$ cat src/rtl/rcc_hsi_div_ctrl.sv
// HSI divider select sequencer.
// Applies software HSIDIV writes to the divider one at a time and holds the ready
// flag low until the new ratio has been held stable for SETTLE_CYC HSI-ready cycles.
// One further write may be queued while a change settles; the last such write wins.
module rcc_hsi_div_ctrl #(
    parameter int unsigned SETTLE_CYC = 16,
    parameter int unsigned CNT_W      = 5,
    parameter logic [1:0]  RST_DIV    = 2'b00
) (
    input  logic       i_clk,
    input  logic       rst,
    input  logic       wr_en,
    input  logic [1:0] wr_div,
    input  logic       hsi_rdy,
    output logic [1:0] div_sel,
    output logic [1:0] rd_div,
    output logic       div_rdy,
    output logic       busy,
    output logic       pend
);

    localparam logic [1:0] ST_IDLE   = 2'd0;
    localparam logic [1:0] ST_APPLY  = 2'd1;
    localparam logic [1:0] ST_SETTLE = 2'd2;

    // Counts down to zero, so the load value is one less than the hold length.
    localparam logic [CNT_W-1:0] CNT_LOAD = CNT_W'(SETTLE_CYC - 1);

    logic [1:0]       state;
    logic [1:0]       tgt;
    logic [1:0]       pend_div;
    logic [CNT_W-1:0] cnt;

    logic             expiry;
    logic             cand_vld;
    logic [1:0]       cand;

    // Settle expiry and the next-change candidate (a write on the expiry edge beats the queue).
    always_comb begin
        expiry   = (state == ST_SETTLE) && (cnt == '0) && hsi_rdy;
        cand_vld = 1'b0;
        cand     = pend_div;
        if (wr_en) begin
            cand_vld = 1'b1;
            cand     = wr_div;
        end else if (pend) begin
            cand_vld = 1'b1;
        end
    end

    // Sequencer state, divider select, settle counter, write queue and status flags.
    always_ff @(posedge i_clk) begin
        if (rst) begin
            state    <= ST_IDLE;
            tgt      <= RST_DIV;
            pend_div <= RST_DIV;
            pend     <= 1'b0;
            cnt      <= '0;
            div_sel  <= RST_DIV;
            rd_div   <= RST_DIV;
            div_rdy  <= 1'b0;
            busy     <= 1'b0;
        end else begin
            // Readback reflects the last write regardless of sequencing.
            if (wr_en) begin
                rd_div <= wr_div;
            end

            case (state)
                ST_IDLE: begin
                    div_rdy <= hsi_rdy;
                    if (wr_en && (wr_div != div_sel)) begin
                        tgt     <= wr_div;
                        state   <= ST_APPLY;
                        busy    <= 1'b1;
                        div_rdy <= 1'b0;
                    end
                end

                ST_APPLY: begin
                    div_sel <= tgt;
                    cnt     <= CNT_LOAD;
                    state   <= ST_SETTLE;
                    if (wr_en) begin
                        pend     <= 1'b1;
                        pend_div <= wr_div;
                    end
                end

                ST_SETTLE: begin
                    if (expiry) begin
                        pend <= 1'b0;
                        if (cand_vld && (cand != div_sel)) begin
                            tgt   <= cand;
                            state <= ST_APPLY;
                        end else begin
                            state   <= ST_IDLE;
                            busy    <= 1'b0;
                            div_rdy <= 1'b1;
                        end
                    end else begin
                        // Counter freezes while HSI is not ready; there is no timeout.
                        if (hsi_rdy && (cnt != '0)) begin
                            cnt <= cnt - CNT_W'(1);
                        end
                        if (wr_en) begin
                            pend     <= 1'b1;
                            pend_div <= wr_div;
                        end
                    end
                end

                default: begin
                    state   <= ST_IDLE;
                    busy    <= 1'b0;
                    div_rdy <= 1'b0;
                end
            endcase
        end
    end

endmodule

$ cat config.mk
export PLATFORM = sky130hd
export DESIGN_NAME = rcc_hsi_div_ctrl
export DESIGN_NICKNAME = d
export VERILOG_FILES = /design/src/rtl/rcc_hsi_div_ctrl.sv
export SDC_FILE = /design/constraint.sdc
export NUM_CORES = 1
export LEC_CHECK = 0
export CORE_MARGIN = 3
export CORE_UTILIZATION = 57
export DETAILED_ROUTE_END_ITERATION = 7
export GPL_TIMING_DRIVEN = 1
export PLACE_DENSITY = 0.82
export SYNTH_ARGS = -nofsm -noshare
export SYNTH_HDL_FRONTEND = slang
export SYNTH_SLANG_ARGS = --single-unit
$ cat constraint.sdc
create_clock -name i_clk -period 4.1 [get_ports i_clk]
set_input_delay 0.615 -clock i_clk [delete_from_list [all_inputs] [get_ports i_clk]]
set_output_delay 0.615 -clock i_clk [all_outputs]
set_load 0.02 [all_outputs]
### Word level (Yosys, flattened, before mapping)

Cells that the tools add are included.

| operators by class | value |
|---|---|
| equal/unequal tests | 10 |
| div/mod/pow operators | 0 |
| mux-type cells | 27 |
| $mul | 0 |
| $lt $le $gt $ge | 0 |
| bitwise logic cells | 1 |
| add/subtract/negate cells | 1 |
| shift-type cells | 0 |
| reduce and logical (&&, ||, !) cells | 16 |

Operator list:

| operator | count |
|---|---|
| $mux 2 | 7 |
| $mux 1 | 11 |
| $mux 5 | 2 |
| $pmux 5 s2 | 1 |
| $ne 2x2->1 const B | 4 |
| $pmux 2 s2 | 2 |
| $reduce_and 4->1 | 2 |
| $pmux 1 s3 | 2 |
| $pmux 2 s3 | 1 |
| $reduce_and 3->1 | 2 |
| $logic_and 1x1->1 | 5 |
| $logic_not 5->1 | 1 |
| $reduce_bool 5->1 | 1 |
| $sub 5x1->5 const B | 1 |
| $ne 2x1->1 const B | 2 |
| $ne 2x2->1 | 2 |
| $reduce_and 2->1 | 2 |
| $reduce_bool 2->1 | 2 |
| $eq 2x1->1 const B | 1 |
| $eq 2x2->1 const B | 1 |
| $logic_not 2->1 | 1 |
| $pmux 1 s2 | 1 |
| $not 1->1 | 1 |

| storage, ports and cells | value |
|---|---|
| input bits | 6 |
| memories | 0 |
| bits in writable memories | 0 |
| bits in read-only memories | 0 |
| logic and storage cells | 64 |
| bits in registers | 18 |
| bits in latches | 0 |

### Longest topological paths before layout

Gate-level depths: netlist (run 1).

| depth | value |
|---|---|
| word-level depth | 6 |
| gate-level depth with buffers | 7 |
| gate-level depth less buffers | 7 |

### Worst setup path after synthesis (run 1)

No wires, ideal clock.

| timing path | value |
|---|---|
| kind | input port to flip-flop |
| start point | in wr_en |
| end point | reg tgt[1] |
| required time | 3.971 ns |
| path buffers | 1 |
| stages | 6 |
| library setup time | 0.129 ns |
| slack | 2.455 ns |
| arrival | 1.516 ns |
| path through | buf_2 -> nor3b_1 -> o21ai_0 -> a21oi_2 -> o221a_2 -> nor3_2 |

| on the way | value |
|---|---|
| word-level cells in the longest chain between the ends | 5 |

Ends and longest elaborated chain:

| item | RTL line | source |
|---|---|---|
| start: declaration | 12 | `input logic wr_en,` |
| $mux 2 | 43 | `if (wr_en) begin` |
| $ne 2x2->1 | 93 | `if (cand_vld && (cand != div_sel)) begin` |
| $logic_and 1x1->1 | 93 |  |
| $ne 2x1->1 (no line) | - |  |
| $reduce_and 4->1 (no line) | - |  |
| end signal: assignment | 73 | `tgt <= wr_div;` |
| end signal: assignment | 94 | `tgt <= cand;` |
| end: declaration | 30 | `logic [1:0] tgt;` |

Parallel ways exist; a longest one is shown, timed or not. The select of a mux whose other input is x is not followed.
A chain may end at the register's enable or synchronous reset.

### Final worst setup path (run 1)

| timing path | value |
|---|---|
| start point | in wr_div[1] |
| end point | reg tgt[1] |

| on the way | value |
|---|---|
| word-level cells in the longest chain between the ends | 5 |

Ends and longest elaborated chain:

| item | RTL line | source |
|---|---|---|
| start: declaration | 13 | `input logic [1:0] wr_div,` |
| $mux 2 | 43 |  |
| $ne 2x2->1 | 93 |  |
| $logic_and 1x1->1 | 93 |  |
| $ne 2x1->1 (no line) | - |  |
| $reduce_and 4->1 (no line) | - |  |

Parallel ways exist; a longest one is shown, timed or not. The select of a mux whose other input is x is not followed.

==> results.yml, run 1 <==
critical_path:
  crit_start: "wr_div[1]"
  r2r_slack_ps: 2370
  crit_fanout: 5
  cp-end-kind: "flip-flop"
  path_class: "in2reg"
  reg2reg_to: "busy"
  crit_end: "tgt[1]"
  worstReg2RegStart: "cnt[0]"
  cp.required_ps: 4270
  cp_data_arrival_time_ps: 2200
  start_kind: "primary input"
  reg2regPathDepth: 6
pwr:
  switching_power_w: 0.0001542
  leakagePower_nw: 0.4701
  total_power_w: 0.0004709
  p_int_w: 0.0003167
  pwr-share-comb_pct: 30.8
  power.density_nw_per_um2: 412.2
  seqPwrFrac_pct: 45.7
  ir_worst_vdd_mv: 0.2409
  switching_share_pct: 32.75
  p_clk_share_pct: 23.5
timing:
  maxSlewHeadroom_pct: 53.95
  finClkSkew_ps: 6.969
  period_needed_ps: 2022
  fmax_ghz: 0.4946
  drv_slew: 0
  grt_setup_unrepaired: "false"
  setup_viol: 0
  period_share_pct: 49.31
  hold-worst-slack_ps: 490.7
  worst_pin_slew_ps: 688.6
  layout_setup_ws_ps: 2078
  tns_ps: 0
  finalHoldViolations: 0
clocking:
  cts_hold_buf: 0
  cts_tree: "built"
  clockRootBuffer: "clkbuf_4"
  post-cts-setup-buffers: 0
  post_cts_resized: 0
  cts_buffer_depth: 2
  clk_pin_slew_ps: 110
  h-tree-depth: 1
  clk_latency_ps: 300
  cts_buffers: 3
  cts.sinks: 18
global_route:
  grt_pass1_wl_mm: 3.394
  grt_pass1_vias: 793
  antenna_found_initial: 0
  grt_max_degree: 19
  overflow: 0
  gr-usage-all-layers_pct: 20.92
placed_design:
  dp_hpwl_mm: 1.499
  gp_congestion: 0.8014
  dpl_cell_area_sq_um: 1106
  io_buffers: 12
  dp_slack_ps: 1776
synth:
  synth_fp_nets: 122
  syn_area_sq_um: 989.7
  synth_area_leaders: "dfxtp_1 (36%), mux2i_1 (8.1%), ha_1 (6.3%)"
  syn_avg_cell_area_sq_um: 8.916
  synth_ff_type: "dfxtp_1"
  synthCells: 111
  synth_top_area_cell: "dfxtp_1"
  synth_edf_count: 0
  ys_types: 34
  ys_seq_elements: 18
  synth_top_area_share_pct: 36.41
  ys_warn_count: 0
  post-synth-top-count-cell: "dfxtp_1"
  async_reset_ff_share_pct: 0
  ys_seq_area_share_pct: 36.41
  yosys-top-cells-count: "dfxtp_1 (18), nor2_1 (13), a21oi_1 (8), mux2i_1 (8), inv_1 (7)"
layout:
  area_growth_pct: 15.42
  nNetsFinal: 133
  n_antenna_cell: 0
  drive_above_1_share_pct: 10.74
  postLayoutCellArea_sq_um: 1142
drt:
  post_drt_wl_per_cell_microns: 14.84
  wirelength_mm: 2.033
  ant_nets: 0
  first_pass_iters: 4
  drt-vias-per-instance: 5.927
  drc_errors: 0
  vias: 812
  drtIter0Drc: 11
hold_path:
  whs_path_depth: 2
  hold_class: "reg2reg"
floorplanning:
  initial_utilization_pct: 62.78
  dieArea_sq_um: 2272
  rows: 14
  fp.dieH_microns: 47.67
  ios: 13
  core-area_sq_um: 1577
  die_w_microns: 47.67
run:
  cap_violations: 0
status:
  status: "finished clean"
-- layout make-up --
class | instances | area, sq um
multi-input combinational | 80 | 579.3
fill | 128 | 434.2
sequential | 18 | 360.3
timing repair buffer | 12 | 120.1
clock buffer | 4 | 36.28
inverter | 7 | 26.28
tap | 16 | 20.02
-- sequential cells by signal, indices dropped and copies added, names as in the netlist --
| name | flops |
|---|---|
| pend | 1 |
| state | 2 |
| busy | 1 |
| rd_div | 2 |
| div_rdy | 1 |
| tgt | 2 |
| div_sel | 2 |
| cnt | 5 |
| pend_div | 2 |
-- worst max-delay path: stages --
cell and delay, ps:
clkdlybuf4s50_1 570, xor2_1 280, o21ai_2 130, nor3b_2 310, o221a_2 250, nor3_2 40
-- metal layers --
layer	share of wire, %	vias to the layer above	wire length (microns)	global-route usage (%)
met5	0	-	0	0
met4	1.8	0	37	8.065
met3	1.2	5	24	3.383
met2	52	7	1065	37.70
met1	45	392	906	24.60
li1	-	408	-	-
-- power by group through the flow --
stage	clock network, W	logic (W)	registers (W)
global placement	0	0.000138	0.000218
global route	0.000122	0.000159	0.000218
finish	0.000111	0.000145	0.000215
floorplan	0	0.0000989	0.000222
detailed placement	0	0.000145	0.000219
CTS	0.000116	0.000146	0.000215
-- cell usage in the layout (no fill, tap or decap), drive strengths merged, types with 2 or more instances in the layout --
cell | synthesis | routed
nor2 | 13 | 13
dfxtp | 18 | 18
nand2b | 4 | 4
a211oi | 3 | 3
nor3b | 3 | 3
o21ai | 4 | 4
clkdlybuf4s50 | 0 | 12
inv | 7 | 7
nor3 | 5 | 5
clkbuf | 3 | 4
mux2i | 8 | 8
o31ai | 2 | 2
xor2 | 4 | 4
ha | 5 | 5
nand3 | 2 | 2
nand2 | 6 | 6
a21oi | 9 | 9
o21a | 2 | 2
-- through the flow --
stage                     utilization, %  std cells
final                              72.46        137
after global routing               72.46        137
after CTS                          72.46        137
after detailed placement           70.16        133
after global placement             70.16        133
after floorplan                        -        111
-- worst min path at each step --
stage	from	to	slack, ps
floorplan	cnt[4]	cnt[4]	460
global placement	rd_div[1]	rd_div[1]	470
detailed placement	cnt[4]	cnt[4]	480
CTS	cnt[4]	cnt[4]	490
global route	cnt[4]	cnt[4]	510
finish	cnt[4]	cnt[4]	490
-- logic make-up after synthesis --
kind of cell    count (synthesis)  synth area share [%]
mux                             8                 8.091
xor+xnor                        4                 3.539
buf+inv                        13                 5.057
compound gates                 28                 20.23
fa+ha+maj                       5                 6.321
simple gates                   35                 20.35
flops                          18                 36.41
No activity file was read; power rests on OpenSTA's default activity.
==> run 2: changes to the inputs <==
CORE_ASPECT_RATIO = 1.4   (was not set)
CORE_UTILIZATION = 53   (was 57)
PLACE_DENSITY = 0.77   (was 0.82)
clock period = 2.04 ns   (was 4.1 ns; I/O delays follow)
==> run 2 against run 1 <==
  * Global-route usage shrank 3.1 points
  * Combinational power up 99%
  * Sequential power up 100%
  * Largest cell class unchanged
  * Worst setup slack got worse by 1800 ps
==> results.yml, run 2 (synthesis gave the netlist of run 1 again) <==
pwr:
  power.density_nw_per_um2: 817.7
  ir_worst_vdd_mv: 0.5526
  total_power_w: 0.0009495
  leakagePower_nw: 0.4797
critical_path:
  cp_data_arrival_time_ps: 1920
  cp.required_ps: 2250
  start_kind: "flip-flop"
  crit_fanout: 12
  crit_start: "state[0]"
  cp-end-kind: "flip-flop"
  path_class: "reg2reg"
  worstReg2RegStart: "state[0]"
drt:
  post_drt_wl_per_cell_microns: 13.96
  ant_nets: 0
  wirelength_mm: 1.983
  first_pass_iters: 4
  drtIter0Drc: 8
  drc_errors: 0
  drt-vias-per-instance: 5.782
  vias: 821
clocking:
  cts.sinks: 18
  cts_buffers: 3
  h-tree-depth: 1
  post-cts-setup-buffers: 0
  clk_latency_ps: 300
  cts_tree: "built"
  cts_buffer_depth: 2
  clockRootBuffer: "clkbuf_4"
  cts_hold_buf: 0
  post_cts_resized: 0
  clk_pin_slew_ps: 110
timing:
  maxSlewHeadroom_pct: 68.58
  setup_viol: 0
  drv_slew: 0
  finClkSkew_ps: 3.525
  period_needed_ps: 1714
  fmax_ghz: 0.5835
  worst_pin_slew_ps: 471.3
  grt_setup_unrepaired: "false"
  period_share_pct: 84.01
  finalHoldViolations: 0
  tns_ps: 0
layout:
  final_cells: 142
  n_antenna_cell: 0
  multi_input_area_sq_um: 579.3
  nNetsFinal: 135
  fin_util_pct: 69.98
  drive_above_1_share_pct: 12.20
  regMostFlops: "cnt"
  regArea_sq_um: 360.3
  nFillCells: 143
  mostFrequentLayoutCell: "dfxtp_1"
  mostFrequentLayoutCells: "dfxtp_1 (18), nor2_1 (13), clkdlybuf4s50_1 (12)"
  largest_reg_flops: 5
  area_growth_pct: 17.32
floorplanning:
  rows: 17
  die_w_microns: 42.52
  core-area_sq_um: 1659
  ios: 13
  fp.dieH_microns: 57.13
  dieArea_sq_um: 2429
  initial_utilization_pct: 59.65
hold_path:
  min_from: "cnt[4]"
  hold_class: "reg2reg"
placed_design:
  gp_congestion: 0.8300
  io_buffers: 12
  dp.cells: 138
  dp_hpwl_mm: 1.517
global_route:
  grt_pass1_wl_mm: 3.443
  antenna_found_initial: 0
  gr-usage-all-layers_pct: 17.80
  overflow: 0
  grt_max_degree: 13
  grt_pass1_vias: 828
status:
  status: "finished clean"
run:
  cap_violations: 0
run 2: cell count changes in the layout (fill, tap and decap cells not counted):
| cell | change |
|---|---|
| buf_4 | +2 |
run 2: worst max-delay path, cell delays in order (launching register included):
cell     delay (ps)
dfxtp_1         360
inv_1            90
ha_1            450
nand3_1         210
a21oi_2         250
o221a_2         230
nor3_2           30
run 2: metrics by stage:
step / area (sq um) / hold WS (ps) / setup slack, ps
2_1_floorplan: 989.7 / 449.9 / 466.6
3_3_place_gp: 1125 / 473.1 / 174.4
3_5_place_dp: 1125 / 478.7 / 100.0
4_1_cts: 1161 / 496.4 / 316.8
5_1_grt: 1161 / 532.1 / 157.8
6_report: 1161 / 491.2 / 326.1
run 2: report_power, final:
| group | internal [W] | switching [W] |
|---|---|---|
| logic | 0.000139 | 0.000150 |
| registers | 0.000391 | 0.0000413 |
| clock network | 0.000109 | 0.000119 |
| total | 0.000639 | 0.000310 |
run 2: final timing paths:
path,depth (start not counted),endpoint,slack [ps]
min,2,cnt[4],490
max reg2reg,6,tgt[1],330
min reg2reg,2,cnt[4],490
max,6,tgt[1],330
run 2: per-layer routing:
layer  vias up  share of wire [%]  GRT usage (%)
met4         0                2.3          6.667
met2        16                 53          32.68
met3         5                3.3          2.524
met5         -                  0              0
li1        415                  -              -
met1       385                 42          20.35
run 2: area by class of cell:
cell class / instances / area share [%]
sequential: 18 / 31.03
inverter: 7 / 2.263
multi-input combinational: 80 / 49.89
timing repair buffer: 14 / 11.64
clock buffer: 4 / 3.125
tap: 19 / 2.047
==> run 3: changes to the inputs <==
CORE_UTILIZATION = 48   (was 53)
PLACE_DENSITY = 0.74   (was 0.77)
clock period = 1.5 ns   (was 2.04 ns; I/O delays follow)
==> run 3 against run 2 <==
  * Sequential power up 33%
  * Sequential share of layout area down 4.4 points
  * Combinational power up 92%
  * Critical path depth up 1
  * Largest power group unchanged
  * Worst setup slack worse by 380 ps
  * Die area up 9.1%
  * Core utilization up 4.2 points
  * Fmax up 10%
  * Cell count up 13%
  * Power up 51%
  * Flip-flop and latch count unchanged
  * Clock-buffer cell count unchanged
  * The run now ends with setup timing left
==> results.yml, run 3 (synthesis gave the netlist of run 1 again) <==
clocking:
  clk_pin_slew_ps: 100
  cts_buffers: 3
  cts.sinks: 18
  cts_tree: "built"
  cts_hold_buf: 0
  h-tree-depth: 1
  cts_buffer_depth: 2
  clockRootBuffer: "clkbuf_4"
  clk_latency_ps: 300
floorplanning:
  ios: 13
  fp.dieH_microns: 59.73
  dieArea_sq_um: 2650
  rows: 18
  die_w_microns: 44.38
  initial_utilization_pct: 53.59
  core-area_sq_um: 1847
layout:
  drive_above_1_share_pct: 33.33
  area_growth_pct: 38.43
  regMostFlops: "cnt"
  largest_reg_flops: 5
  n_antenna_cell: 0
  nFillCells: 155
  mostFrequentLayoutCells: "buf_4 (20), dfxtp_1 (14), nor2_1 (13)"
  nNetsFinal: 153
  mostFrequentLayoutCell: "buf_4"
critical_path:
  cp_data_arrival_time_ps: 1760
  cp.required_ps: 1700
  path_class: "reg2reg"
  cp-end-kind: "flip-flop"
  start_kind: "flip-flop"
  worstReg2RegStart: "cnt[1]"
  reg2regPathDepth: 7
  crit_start: "cnt[1]"
  crit_fanout: 5
placed_design:
  io_buffers: 12
  dp_hpwl_mm: 1.651
  gp_congestion: 0.8071
  dp_slack_ps: -303.0
hold_path:
  whs_path_depth: 2
  min_from: "cnt[4]"
  hold_class: "reg2reg"
pwr:
  leakagePower_nw: 0.6501
  switching_share_pct: 32.73
  p_int_w: 0.0009666
  total_power_w: 0.001437
  pwr-share-comb_pct: 38.4
  p_clk_share_pct: 21.4
  power.density_nw_per_um2: 1049
  ir_worst_vdd_mv: 0.9224
  seqPwrFrac_pct: 40.1
  switching_power_w: 0.0004704
global_route:
  antenna_found_initial: 0
  gr-usage-all-layers_pct: 19.50
  overflow: 0
  grt_pass1_vias: 927
  grt_max_degree: 19
  grt_pass1_wl_mm: 3.801
timing:
  setup_viol: 6
  finClkSkew_ps: 2.004
  finalHoldViolations: 0
  period_needed_ps: 1558
  maxSlewHeadroom_pct: 78.34
  worst_pin_slew_ps: 323.6
  layout_setup_ws_ps: -58.00
  fmax_ghz: 0.6418
  grt_setup_unrepaired: "true"
  period_share_pct: 103.9
  drv_slew: 0
drt:
  first_pass_iters: 4
  drt-vias-per-instance: 5.689
  post_drt_wl_per_cell_microns: 14.41
  ant_nets: 0
  drc_errors: 0
  drtIter0Drc: 41
  wirelength_mm: 2.320
  vias: 916
run:
  cap_violations: 0
status:
  status: "finished with violations"
  failed_checks: "setup timing"
[run 3: changes by cell type in the layout (fill, tap and decap cells not counted), moves of 2 or more]
cell | previous run | this run
o21ai_1 | 0 | 2
dlygate4sd2_1 | 0 | 4
dlymetal6s2s_1 | 0 | 3
clkdlybuf4s50_1 | 12 | 5
nand3_1 | 2 | 0
ha_2 | 0 | 2
nand3_2 | 0 | 2
dfxtp_1 | 18 | 14
inv_2 | 0 | 2
inv_1 | 7 | 5
ha_1 | 5 | 2
buf_4 | 2 | 20
dfxtp_2 | 0 | 4
o21ai_0 | 3 | 1
[run 3: stage by stage]
stage	TNS (ps)	hold slack [ps]	area, sq um	instances	utilization (%)
6_report	-220.4	499.5	1370	161	74.19
3_5_place_dp	-1426	484.3	1241	154	67.21
4_1_cts	-39.12	506.8	1334	160	72.22
5_1_grt	-1099	537.3	1370	161	74.19
2_1_floorplan	0	368.9	993.5	111	-
3_3_place_gp	-1062	468.0	1241	154	67.21
[run 3: area by class of cell]
cell class | count | area [sq um] | share of cell area [%]
Inverter | 7 | 26.28 | 1.918
Multi-Input combinational cell | 80 | 644.4 | 47.03
Tap cell | 20 | 25.02 | 1.826
Clock buffer | 4 | 36.28 | 2.648
Timing Repair Buffer | 32 | 272.8 | 19.91
Sequential cell | 18 | 365.4 | 26.67
[run 3: critical path, stage by stage, from the launching register on]
cell     delay [ps]
dfxtp_2         340
inv_2            60
ha_4            130
nor4b_4         290
nand3_2         170
a21oi_4         200
o221a_4         220
nor3_2           40
[run 3: timing repair]
action | CTS | global route
resized for setup | 18 | 8
setup buffers | 2 | 1
pin swaps | 4 | 4
cloned | 0 | 0
endpoints found under the setup margin | 14 | 15
[run 3: path summary, 6_finish.rpt]
check	slack (ps)	to
worst max-delay path	-60	tgt[1]
worst min-delay path	500	cnt[4]
worst max register to register	-60	tgt[1]
worst min register to register	500	cnt[4]
[run 3: per-layer routing]
metal | global-route usage [%] | routed length [microns]
met4 | 11.64 | 53
met5 | 0 | 0
met3 | 2.108 | 150
met1 | 21.60 | 877
met2 | 34.79 | 1238
[run 3: power groups by stage]
stage	registers [W]	logic [W]	clock network (W)
after floorplan	0.000608	0.000272	0
after CTS	0.000576	0.000527	0.000317
final	0.000577	0.000552	0.000308
after global routing	0.000586	0.000600	0.000320
after detailed placement	0.000583	0.000481	0
after global placement	0.000581	0.000465	0
